File: config.mk
export PLATFORM = sky130hd
export DESIGN_NAME = pe_operand_sequencer
export DESIGN_NICKNAME = d
export VERILOG_FILES = /design/src/rtl/pe_operand_sequencer.sv
export SDC_FILE = /design/constraint.sdc
export NUM_CORES = 1
export LEC_CHECK = 0
export ABC_AREA = 0
export CAP_MARGIN = 25
export CORE_MARGIN = 4
export CORE_UTILIZATION = 61
export DETAILED_ROUTE_END_ITERATION = 16
export GPL_TIMING_DRIVEN = 1
export PLACE_DENSITY = 0.87
export SLEW_MARGIN = 25
export SYNTH_ARGS = -nofsm -noshare
export SYNTH_HDL_FRONTEND = slang
export SYNTH_SLANG_ARGS = --single-unit
File: constraint.sdc
create_clock -name i_clk -period 4.5 [get_ports i_clk]
set_input_delay 0.9 -clock i_clk [delete_from_list [all_inputs] [get_ports i_clk]]
set_output_delay 0.9 -clock i_clk [all_outputs]
set_load 0.01 [all_outputs]
File: src/rtl/pe_operand_sequencer.sv
// Operand sequencer for a single multiply-accumulate PE: issues buffered (x, w) pairs,
// feeds each PE result back as the next partial sum, and returns the final sum plus bias.
//
// state | meaning
// IDLE  | buffer writable, PE operands held at 0, waiting for i_start
// ISSUE | operands for element idx presented to the PE, wait counter loaded
// WAIT  | operands held while the PE pipeline produces the result
// FIN   | o_done pulse with o_result/o_sat, then back to IDLE
module pe_operand_sequencer #(
    parameter int XW    = 8,
    parameter int WW    = 8,
    parameter int BW1   = 16,
    parameter int BW2   = 17,
    parameter int D     = 3,
    parameter int DEPTH = 8,
    parameter int AW    = 3
) (
    input  logic           i_clk,
    input  logic           i_rst,
    input  logic           i_wr_en,
    input  logic [AW-1:0]  i_wr_addr,
    input  logic [XW-1:0]  i_wr_x,
    input  logic [WW-1:0]  i_wr_w,
    input  logic [AW:0]    i_len,
    input  logic [BW1-1:0] i_bias,
    input  logic           i_start,
    output logic           o_busy,
    output logic [XW-1:0]  o_pe_x,
    output logic [WW-1:0]  o_pe_w,
    output logic [BW1-1:0] o_pe_psum,
    input  logic [BW2-1:0] i_pe_psum,
    output logic           o_done,
    output logic [BW2-1:0] o_result,
    output logic           o_sat
);

    localparam int CW = $clog2(D + 1);

    typedef enum logic [1:0] {IDLE, ISSUE, WAIT, FIN} state_t;

    state_t        state;
    logic [XW-1:0] mem_x [DEPTH];
    logic [WW-1:0] mem_w [DEPTH];
    logic [AW:0]   len;
    logic [AW-1:0] idx;
    logic [CW-1:0] cnt;
    logic          sat_run;

    logic [AW:0]    len_clamp;
    logic [AW-1:0]  idx_nxt;
    logic           last;
    logic           ovf;
    logic [BW1-1:0] psum_fb;
    logic [XW-1:0]  x0;
    logic [WW-1:0]  w0;

    always_comb begin
        len_clamp = (i_len > (AW+1)'(DEPTH)) ? (AW+1)'(DEPTH) : i_len;
        idx_nxt   = idx + AW'(1);
        last      = ({1'b0, idx} == (len - (AW+1)'(1)));
        // Result fits the partial-sum width only if all bits above BW1-1 match the sign.
        ovf       = !((&i_pe_psum[BW2-1:BW1-1]) || !(|i_pe_psum[BW2-1:BW1-1]));
        psum_fb   = i_pe_psum[BW1-1:0];
        if (ovf)
            psum_fb = i_pe_psum[BW2-1] ? {1'b1, {(BW1-1){1'b0}}} : {1'b0, {(BW1-1){1'b1}}};
        // A write to entry 0 in the start cycle must reach the first issue.
        x0 = (i_wr_en && i_wr_addr == '0) ? i_wr_x : mem_x[0];
        w0 = (i_wr_en && i_wr_addr == '0) ? i_wr_w : mem_w[0];
    end

    always_ff @(posedge i_clk) begin
        if (i_rst) begin
            for (int i = 0; i < DEPTH; i++) begin
                mem_x[i] <= '0;
                mem_w[i] <= '0;
            end
        end else if (i_wr_en && !o_busy) begin
            mem_x[i_wr_addr] <= i_wr_x;
            mem_w[i_wr_addr] <= i_wr_w;
        end
    end

    always_ff @(posedge i_clk) begin
        if (i_rst) begin
            state     <= IDLE;
            len       <= '0;
            idx       <= '0;
            cnt       <= '0;
            sat_run   <= 1'b0;
            o_busy    <= 1'b0;
            o_pe_x    <= '0;
            o_pe_w    <= '0;
            o_pe_psum <= '0;
            o_done    <= 1'b0;
            o_result  <= '0;
            o_sat     <= 1'b0;
        end else begin
            o_done <= 1'b0;
            case (state)
                IDLE: begin
                    if (i_start) begin
                        len     <= len_clamp;
                        idx     <= '0;
                        sat_run <= 1'b0;
                        if (len_clamp != '0) begin
                            state     <= ISSUE;
                            o_busy    <= 1'b1;
                            o_pe_x    <= x0;
                            o_pe_w    <= w0;
                            o_pe_psum <= i_bias;
                        end else begin
                            state    <= FIN;
                            o_done   <= 1'b1;
                            o_result <= {{(BW2-BW1){i_bias[BW1-1]}}, i_bias};
                            o_sat    <= 1'b0;
                        end
                    end
                end
                ISSUE: begin
                    cnt   <= CW'(D);
                    state <= WAIT;
                end
                WAIT: begin
                    if (cnt == CW'(1)) begin
                        if (last) begin
                            state     <= FIN;
                            o_done    <= 1'b1;
                            o_result  <= i_pe_psum;
                            o_sat     <= sat_run;
                            o_busy    <= 1'b0;
                            o_pe_x    <= '0;
                            o_pe_w    <= '0;
                            o_pe_psum <= '0;
                        end else begin
                            state     <= ISSUE;
                            sat_run   <= sat_run | ovf;
                            idx       <= idx_nxt;
                            o_pe_x    <= mem_x[idx_nxt];
                            o_pe_w    <= mem_w[idx_nxt];
                            o_pe_psum <= psum_fb;
                        end
                    end else begin
                        cnt <= cnt - CW'(1);
                    end
                end
                FIN: begin
                    state <= IDLE;
                end
                default: state <= IDLE;
            endcase
        end
    end

endmodule

==> run_results.csv <==
group,metric,value,unit
synth,syn_area,9400,sq um
die,dieArea,17500,sq um
setup_path,cp.required,4780,ps
hold_path,min_path_type,"reg -> reg",
layout,fin_cells,1043,
sta,rsz0062_at_grt,"no",
clocking,clk_pin_slew,70,ps
sta,min_period,3070,ps
clocking,cts_root_buffer,"clkbuf_16",
placement,dp_cells,1011,
synth,async_reset_ff_share,0,%
synth,syn_nets,816,
die,dieHeight,132,um
synth,synthFlopType,"edfxtp_1",
layout,nNetsFinal,907,
clocking,hold_buffers,0,
flow_run,maxCapViolCount,0,
sta,fmax,0.325,GHz
placement,hpwlAfterDp,14.7,mm
die,ioPinCount,112,
placement,routabilityCongestion,0.892,
setup_path,cp-start-kind,"primary input",
setup_path,path_max_fanout,17,
clocking,clk_latency,430,ps
layout,final_common_cell,"and2_1",
global_route,track_usage,26.1,%
power_and_ir_drop,power_leakage,4.02,nW
clocking,cts_max_level,4,
sta,tightest_slew,1040,ps
setup_path,crit_type,"in -> reg",
clocking,post_cts_buffers,0,
layout,drive_above_1_share,18.0,%
layout,diodes,0,
route,drt-initial-drc-count,577,
clocking,cts_resized,0,
sta,hold_violations,0,
run_status,outcome,"complete, no violations",
synth,synth-seq-cells,192,
layout,syn2layout_area_growth,19.2,%
global_route,grt_first_pass_wirelength,36.1,mm
global_route,grt_pass1_vias,6761,
die,initial_core_util,62.0,%
setup_path,crit_chain,"clkdlybuf4s50_1, inv_1, ha_1, nor2_1, a2111o_1, a221oi_1, a211oi_1",
sta,final-setup-viol-count,0,
setup_path,critPathArrivalTime,3350,ps
global_route,antenna_found_initial,1,
power_and_ir_drop,vdd.ir_drop.worst,0.340,mV
route,antenna_left,0,
global_route,grt.overflow.total,0,
setup_path,end_kind,"register",
clocking,clkSinkCount,192,
synth,synth-edff-count,128,
clocking,cts_tree,"yes",
global_route,grt_max_degree,91,
layout,filler_cell_count,931,
clocking,cts_inserted_buffers,17,
sta,slew_headroom,30.6,%
die,die_w,132,um
sta,finalMaxSlewViolations,0,
route,viasPerCell,6.38,
power_and_ir_drop,powerDensity,372,nW/um^2
route,avgRoutedWirePerCell,21.4,um
sta,fin_crit_sh,68.3,%
route,drc,0,
setup_path,worst-path-buf-inv,2,
synth,avgSynthCellArea,12.5,sq um
setup_path,crit_family,"compound AO/OA/AOI/OAI gates",
synth,synth_cells,751,
setup_path,slowest_stage,"ha_1",
clocking,ctsLongestPathBuffers,2,
route,num_vias,6656,
synth,ys_types,60,
sta,fin_worst_skew,5.62,ps
route,postRouteWirelength,22.3,mm
layout,post-route-util,73.9,%
synth,yosys_warnings,0,
layout,final_cell_mix,"and2_1, edfxtp_1, clkdlybuf4s50_1",
die,fp.coreArea,15100,sq um
placement,portBuffers,111,
route,first_pass_iters,5,
setup_path,cp_slowest_stage_delay,640,ps
die,row_count,45,
sta,setup_tns,0,ps
synth,seq_area_frac_synth,54.5,%
-- worst paths after layout --
kind | start | endpoint | slack [ps] | cells after the start
setup / recovery | i_pe_psum[15] | o_pe_psum[10] | 1430 | 7
hold / removal | sat_run | sat_run | 480 | 2
setup reg to reg | len[0] | o_pe_psum[10] | 1600 | 6
hold reg to reg | sat_run | sat_run | 480 | 2
-- power by group --
group          switching, mW  total (mW)  internal, mW
combinational          0.329       0.613         0.285
sequential            0.0605        2.04          1.98
clock                  0.676        1.50         0.827
total                   1.07        4.16          3.10
-- worst min-delay path, stage by stage, from the launching register on --
cell and delay [ps]:
dfxtp_1 300, inv_1 60, a211oi_1 70
-- through the flow --
step | area, sq um | setup slack, ps | hold slack, ps | total power [mW]
after CTS | 11200 | 1450 | 481 | 4.17
after global placement | 10600 | 1180 | 452 | 2.66
after floorplan | 9400 | 2000 | 434 | 2.42
after detailed placement | 10600 | 1040 | 458 | 2.69
after global routing | 11200 | 1280 | 523 | 4.30
final | 11200 | 1430 | 482 | 4.16
-- kinds of logic (layout without fill, tap and decap cells) --
group | Yosys count | in the layout | share of synthesized area (%)
AND/OR/NAND/NOR | 258 | 258 | 15.8
flip-flops | 192 | 192 | 54.5
AO/OA/AOI/OAI | 144 | 144 | 11.1
multiplexers | 84 | 84 | 14.2
buffers and inverters | 64 | 168 | 3.10
adder cells (fa/ha/maj) | 5 | 5 | 0.666
XOR/XNOR | 4 | 4 | 0.533
-- synthesized netlist by cell type, types with 9 or more instances --
library cell    n  share of area [%]
nor2b_1        17                1.1
a21oi_1        38                2.0
nand2_1        42                1.7
or2_2           9               0.60
mux4_2         32                7.7
and2_1        129                8.6
o21bai_1       14                1.1
o211ai_1       15                1.2
buf_2          16               0.85
edfxtp_1      128                 41
dfxtp_1        64                 14
a221oi_1       14                1.3
mux2_2         42                5.0
nor2_1         27                1.1
a211oi_1       32                2.6
clkbuf_1       34                1.4
-- per-layer routing --
metal	track usage, %	share of wire [%]
met1	34.4	40
met2	43.1	50
met3	5.65	8.9
met4	9.10	1.9
met5	0	0
-- layout make-up --
type | instances | area, sq um | area share, %
sequential | 192 | 5130 | 45.8
multi-input combinational | 495 | 3990 | 35.6
timing repair buffer | 128 | 1230 | 11.0
clock buffer | 18 | 429 | 3.83
tap | 188 | 235 | 2.10
clock inverter | 14 | 159 | 1.42
inverter | 8 | 30.0 | 0.268
-- sequential cells by signal (all words and copies together) (netlist names) --
name	count
len	4
o_pe_psum	16
o_done	1
o_result	17
o_sat	1
cnt	2
o_pe_w	8
sat_run	1
mem_x	64
idx	3
mem_w	64
o_busy	1
state	2
o_pe_x	8
No activity file was read; power rests on OpenSTA's default activity.
